**src/rtl/datapath_sequencer_if.sv**
```systemverilog
// Instruction handshake and datapath control bus between the sequencer and the 4-bit datapath.
// The sequencer takes the slave modport; the instruction source/datapath side takes master.
interface datapath_sequencer_if #(
  parameter int N      = 4,
  parameter int ADDR_W = 2
) ();
  logic              instr_valid;
  logic              instr_ready;
  logic [2:0]        instr_op;
  logic [ADDR_W-1:0] instr_rd;
  logic [ADDR_W-1:0] instr_rs1;
  logic [ADDR_W-1:0] instr_rs2;
  logic [N-1:0]      instr_imm;
  logic              instr_cin;

  logic [ADDR_W-1:0] rf_addr;
  logic              rf_we;
  logic              opa_we;
  logic              opb_we;
  logic [2:0]        alu_sel;
  logic              alu_cb_in;
  logic              alu_cb_out;
  logic [N-1:0]      alu_result;
  logic              wb_sel;
  logic [N-1:0]      imm_out;

  modport master (
    output instr_valid, instr_op, instr_rd, instr_rs1, instr_rs2, instr_imm, instr_cin,
    output alu_cb_out, alu_result,
    input  instr_ready, rf_addr, rf_we, opa_we, opb_we, alu_sel, alu_cb_in, wb_sel, imm_out
  );

  modport slave (
    input  instr_valid, instr_op, instr_rd, instr_rs1, instr_rs2, instr_imm, instr_cin,
    input  alu_cb_out, alu_result,
    output instr_ready, rf_addr, rf_we, opa_we, opb_we, alu_sel, alu_cb_in, wb_sel, imm_out
  );
endinterface

```
**src/rtl/datapath_sequencer.sv**
```systemverilog
// Multi-cycle read-read-execute-writeback controller for the 4-bit datapath with carry flag.
// Optional zero flag output flag_z when DPSEQ_ZFLAG_EN is defined.
module datapath_sequencer #(
  parameter int N      = 4,
  parameter int ADDR_W = 2
) (
  input  logic                  clk,
  input  logic                  rst_n,
  datapath_sequencer_if.slave   bus,
  output logic                  flag_c,
  output logic                  done
`ifdef DPSEQ_ZFLAG_EN
  , output logic                flag_z
`endif
);

  typedef enum logic [2:0] {
    IDLE  = 3'd0,
    RD_A  = 3'd1,
    LAT_A = 3'd2,
    LAT_B = 3'd3,
    EXEC  = 3'd4
  } state_e;

  typedef enum logic [2:0] {
    OP_ADD   = 3'b000,
    OP_SUB   = 3'b001,
    OP_AND   = 3'b010,
    OP_OR    = 3'b011,
    OP_XOR   = 3'b100,
    OP_XNOR  = 3'b101,
    OP_LOADI = 3'b110,
    OP_NOT   = 3'b111
  } op_e;

  state_e            state, state_nxt;
  logic [2:0]        op_q;
  logic [ADDR_W-1:0] rd_q, rs1_q, rs2_q;
  logic [N-1:0]      imm_q;
  logic              cin_q;
  logic              accept;
  logic              is_arith;
  logic              is_loadi;

  assign accept   = bus.instr_valid && bus.instr_ready;
  assign is_arith = (op_q == OP_ADD) || (op_q == OP_SUB);
  assign is_loadi = (op_q == OP_LOADI);
  assign bus.imm_out = imm_q;

  // NOTE: sequential state uses non-blocking assignments so every register samples pre-edge values.
  always_ff @(posedge clk or negedge rst_n) begin
    if (!rst_n) begin
      state <= IDLE;
      op_q  <= '0;
      rd_q  <= '0;
      rs1_q <= '0;
      rs2_q <= '0;
      imm_q <= '0;
      cin_q <= 1'b0;
    end else begin
      state <= state_nxt;
      if (accept) begin
        op_q  <= bus.instr_op;
        rd_q  <= bus.instr_rd;
        rs1_q <= bus.instr_rs1;
        rs2_q <= bus.instr_rs2;
        imm_q <= bus.instr_imm;
        cin_q <= bus.instr_cin;
      end
    end
  end

  // Carry/borrow only follows ADD/SUB; logic ops and LOADI leave it untouched.
  always_ff @(posedge clk or negedge rst_n) begin
    if (!rst_n) begin
      flag_c <= 1'b0;
    end else if (state == EXEC && is_arith) begin
      flag_c <= bus.alu_cb_out;
    end
  end

`ifdef DPSEQ_ZFLAG_EN
  always_ff @(posedge clk or negedge rst_n) begin
    if (!rst_n) begin
      flag_z <= 1'b0;
    end else if (state == EXEC) begin
      flag_z <= is_loadi ? (imm_q == '0) : (bus.alu_result == '0);
    end
  end
`endif

  // NOTE: every output gets a default first so no path through the case infers a latch.
  always_comb begin
    state_nxt       = state;
    bus.instr_ready = 1'b0;
    bus.rf_addr     = '0;
    bus.rf_we       = 1'b0;
    bus.opa_we      = 1'b0;
    bus.opb_we      = 1'b0;
    bus.alu_sel     = 3'b000;
    bus.alu_cb_in   = 1'b0;
    bus.wb_sel      = 1'b0;
    done            = 1'b0;

    unique case (state)
      IDLE: begin
        bus.instr_ready = 1'b1;
        if (accept) begin
          state_nxt = (bus.instr_op == OP_LOADI) ? EXEC : RD_A;
        end
      end
      RD_A: begin
        bus.rf_addr = rs1_q;
        state_nxt   = LAT_A;
      end
      LAT_A: begin
        bus.opa_we  = 1'b1;
        bus.rf_addr = rs2_q;
        state_nxt   = LAT_B;
      end
      LAT_B: begin
        bus.opb_we = 1'b1;
        state_nxt  = EXEC;
      end
      EXEC: begin
        bus.rf_addr   = rd_q;
        bus.rf_we     = 1'b1;
        done          = 1'b1;
        bus.alu_sel   = op_q;
        bus.wb_sel    = is_loadi;
        bus.alu_cb_in = is_arith & cin_q & flag_c;
        state_nxt     = IDLE;
      end
      default: state_nxt = IDLE;
    endcase
  end

endmodule
```
**src/flat_wrapper.sv**
```systemverilog
// flat-port wrapper written by rule: the top's interface ports become plain ports
module datapath_sequencer_flat 
#(
  parameter int N      = 4,
  parameter int ADDR_W = 2
)
  (clk, rst_n, flag_c, done, bus_instr_valid, bus_instr_op, bus_instr_rd, bus_instr_rs1, bus_instr_rs2, bus_instr_imm, bus_instr_cin, bus_alu_cb_out, bus_alu_result, bus_instr_ready, bus_rf_addr, bus_rf_we, bus_opa_we, bus_opb_we, bus_alu_sel, bus_alu_cb_in, bus_wb_sel, bus_imm_out);
  datapath_sequencer_if #(.N(N), .ADDR_W(ADDR_W)) bus_i ();
  input  logic clk;
  input  logic rst_n;
  output logic flag_c;
  output logic done;
  input wire logic [$bits(bus_i.instr_valid)-1:0] bus_instr_valid;
  input wire logic [$bits(bus_i.instr_op)-1:0] bus_instr_op;
  input wire logic [$bits(bus_i.instr_rd)-1:0] bus_instr_rd;
  input wire logic [$bits(bus_i.instr_rs1)-1:0] bus_instr_rs1;
  input wire logic [$bits(bus_i.instr_rs2)-1:0] bus_instr_rs2;
  input wire logic [$bits(bus_i.instr_imm)-1:0] bus_instr_imm;
  input wire logic [$bits(bus_i.instr_cin)-1:0] bus_instr_cin;
  input wire logic [$bits(bus_i.alu_cb_out)-1:0] bus_alu_cb_out;
  input wire logic [$bits(bus_i.alu_result)-1:0] bus_alu_result;
  output wire logic [$bits(bus_i.instr_ready)-1:0] bus_instr_ready;
  output wire logic [$bits(bus_i.rf_addr)-1:0] bus_rf_addr;
  output wire logic [$bits(bus_i.rf_we)-1:0] bus_rf_we;
  output wire logic [$bits(bus_i.opa_we)-1:0] bus_opa_we;
  output wire logic [$bits(bus_i.opb_we)-1:0] bus_opb_we;
  output wire logic [$bits(bus_i.alu_sel)-1:0] bus_alu_sel;
  output wire logic [$bits(bus_i.alu_cb_in)-1:0] bus_alu_cb_in;
  output wire logic [$bits(bus_i.wb_sel)-1:0] bus_wb_sel;
  output wire logic [$bits(bus_i.imm_out)-1:0] bus_imm_out;
  assign bus_i.instr_valid = bus_instr_valid;
  assign bus_i.instr_op = bus_instr_op;
  assign bus_i.instr_rd = bus_instr_rd;
  assign bus_i.instr_rs1 = bus_instr_rs1;
  assign bus_i.instr_rs2 = bus_instr_rs2;
  assign bus_i.instr_imm = bus_instr_imm;
  assign bus_i.instr_cin = bus_instr_cin;
  assign bus_i.alu_cb_out = bus_alu_cb_out;
  assign bus_i.alu_result = bus_alu_result;
  assign bus_instr_ready = bus_i.instr_ready;
  assign bus_rf_addr = bus_i.rf_addr;
  assign bus_rf_we = bus_i.rf_we;
  assign bus_opa_we = bus_i.opa_we;
  assign bus_opb_we = bus_i.opb_we;
  assign bus_alu_sel = bus_i.alu_sel;
  assign bus_alu_cb_in = bus_i.alu_cb_in;
  assign bus_wb_sel = bus_i.wb_sel;
  assign bus_imm_out = bus_i.imm_out;
  datapath_sequencer #(.N(N), .ADDR_W(ADDR_W)) u_core (.clk(clk), .rst_n(rst_n), .bus(bus_i), .flag_c(flag_c), .done(done));
endmodule
```
**config.mk**
```make
export PLATFORM = sky130hd
export DESIGN_NAME = datapath_sequencer_flat
export DESIGN_NICKNAME = d
export VERILOG_FILES = /design/src/rtl/datapath_sequencer_if.sv /design/src/rtl/datapath_sequencer.sv /design/src/flat_wrapper.sv
export SDC_FILE = /design/constraint.sdc
export NUM_CORES = 1
export LEC_CHECK = 0
export CAP_MARGIN = 10
export CELL_PAD_IN_SITES_DETAIL_PLACEMENT = 0
export CELL_PAD_IN_SITES_GLOBAL_PLACEMENT = 1
export CORE_MARGIN = 5
export CORE_UTILIZATION = 29
export DETAILED_ROUTE_END_ITERATION = 8
export PLACE_DENSITY = 0.75
export SLEW_MARGIN = 5
export SYNTH_ARGS = -nofsm -noshare
export SYNTH_HDL_FRONTEND = slang
export SYNTH_SLANG_ARGS = --single-unit
```
**constraint.sdc**
```tcl
create_clock -name clk -period 2.54 [get_ports clk]
set_input_delay 0.254 -clock clk [delete_from_list [all_inputs] [get_ports clk]]
set_output_delay 0.254 -clock clk [all_outputs]
set_load 0.01 [all_outputs]
```
==> run summary <==
Setup TNS = 0 ns
gr ovfl total = 0
CTS H-tree depth = 1
syn_area_per_cell = 14.23 um^2
FF-to-FF Start = u_core.state[1]
synthesized flop and latch total = 18
Synth cell types = 25
Filler cells = 308
fin area = 1309 um^2
Top-Level Pins = 39
router iterations before antenna repair = 2
CP required = 2.29 ns
hold_ws = 0.4136 ns
fmax = 435.7 MHz
overall routing resource usage = 8.984%
worst skew pair latency = 0.29 ns
layout overhead on the synthesized area = 43.68%
Post-Route WL = 1830 um
Slew headroom = 47.13%
Routed WL per cell = 12.71 um
Antenna diodes = 0
synthesized cell area = 910.9 um^2
vias in the first global route = 600
fin util = 43.22%
clock sinks = 18
cell row count = 20
Final Critical Period = 2.295 ns
critical path arrival = 2.04 ns
die width = 66.05 um
CTS resizes = 0
period utilization = 90.36%
syn_nets = 86
root buffer cell = clkbuf_4
pre-CTS setup slack = 0.5576 ns
clock tree from TritonCTS = done
area post-placement = 1272 um^2
Antenna Violating Nets Remaining = 0
Chip Height = 66.05 um
crit path launch type = flop
Worst Setup End Kind = primary output
die area = 4362 um^2
Slew Viols, Final = 0
# DRC = 0
Placed Instances = 140
routability cong. = 0.6492
most frequent cells in the layout = clkdlybuf4s50_1, dfrtp_1, mux2_4
VDD IR max = 0.0004950 V
Initial Util = 30.08%
pwr dens = 1091 nW/um^2
Synth Warn # = 0
worst setup path startpoint = u_core.state[2]
total power = 1.428 mW
CORE AREA = 3028 um^2
drt via density = 4.208
Crit Path Class = reg -> out
CTS buffer count = 3
antenna violations before repair = 0
# nets final = 123
CTS Hold Bufs = 0
sequential area share after synthesis = 49.45%
Slew @ Worst Pin = 0.7905 ns
Post-CTS Setup Bufs = 0
max_cap viols = 0
final setup vio count = 0
post-DP HPWL = 1464 um
DRT iter0 DRCs = 6
CTS Buffer Depth = 2
Tightest Hold Check Type = in -> async
Gate Count Post-Synth = 64
first-pass GRT wire length = 2877 um
DR vias = 606
Leak = 0.5449 nW
most common cell after layout, fill and taps aside = clkdlybuf4s50_1
r2r setup slk = 0.83 ns
RSZ-0062 raised after global routing = no
Fin. Hold Viols = 0
port bufs = 34
Max Fanout on Critical Path = 10
final worst slack = 0.2449 ns
non-filler cells, final = 144
Fin Clk Skew = 0.0008304 ns
largest net degree at the start of global routing = 19
proportion of layout cells with a drive suffix above 1 = 28.00%
status = finished clean
Worst-path clk slew = 0.10 ns
-- cells by family (layout without fill, tap and decap cells) --
family	count (synthesis)	count (layout)	share of synthesized area (%)
flops	18	18	49.45
mux	15	15	22.66
simple gates	20	20	17.58
compound gates	7	7	4.945
buf+inv	4	40	5.357
-- path summary, 6_finish.rpt --
kind | cells after the start | to
hold reg to reg | 1 | u_core.cin_q
max in group asynchronous | 1 | u_core.bus.imm_out[3]
setup / recovery | 4 | bus_alu_cb_in
min in group clk | 1 | u_core.cin_q
setup reg to reg | 4 | u_core.op_q[2]
hold / removal | 1 | u_core.bus.imm_out[2]
-- synthesized netlist by cell type --
| master | n | area share, % |
|---|---|---|
| nor3b_4 | 1 | 2.1 |
| nor3_1 | 2 | 1.1 |
| nor2_1 | 1 | 0.41 |
| nor3_4 | 1 | 1.8 |
| mux2_2 | 4 | 4.9 |
| mux2_4 | 10 | 16 |
| a21oi_1 | 2 | 1.1 |
| nor3b_2 | 1 | 1.4 |
| dfrtp_1 | 18 | 49 |
| buf_4 | 1 | 0.82 |
| o21ai_0 | 2 | 1.1 |
| o21ba_2 | 1 | 1.1 |
| nand2_1 | 3 | 1.2 |
| a22oi_1 | 2 | 1.6 |
| mux2_1 | 1 | 1.2 |
| buf_6 | 1 | 1.2 |
| nor3b_1 | 1 | 0.82 |
| buf_8 | 2 | 3.3 |
| nand3b_1 | 1 | 0.82 |
| or3_1 | 1 | 0.69 |
| and3_1 | 1 | 0.69 |
| nand2b_4 | 1 | 1.5 |
| and3b_1 | 1 | 0.96 |
| and2_2 | 3 | 2.5 |
| and2b_1 | 2 | 1.6 |
-- cell type report --
cell class / count / area (um^2) / share of cell area, %
multi-input combinational: 42 / 411.6 / 31.45
tap: 44 / 55.05 / 4.206
clock buffer: 4 / 36.28 / 2.772
sequential: 18 / 450.4 / 34.42
timing repair buffer: 36 / 355.3 / 27.15
-- where the power goes --
group / switching (mW) / total, mW / internal [mW]
Sequential: 0.132 / 0.562 / 0.430
Clock: 0.0856 / 0.173 / 0.0874
Combinational: 0.230 / 0.693 / 0.463
Total: 0.447 / 1.43 / 0.981
-- registers in the layout (all words and copies together) (netlist names) --
signal	flops
u_core.rs2_q	2
u_core.flag_c	1
u_core.state	3
u_core.op_q	3
u_core.rs1_q	2
u_core.bus.imm_out	4
u_core.rd_q	2
u_core.cin_q	1
-- routing by layer --
layer / wire length, um / part of all wire [%] / GRT usage (%)
met1: 791 / 43 / 10.08
met2: 886 / 48 / 14.77
met3: 105 / 5.7 / 2.891
met4: 47 / 2.6 / 5.330
met5: 0 / 0 / 0
-- worst max-delay path: stages (launching register included) --
cell,delay [ns]
dfrtp_1,0.55
nor3b_4,0.27
nor3b_2,0.22
and3_1,0.17
clkdlybuf4s50_1,0.54
Note: power is estimated with default switching activity, not from simulation.
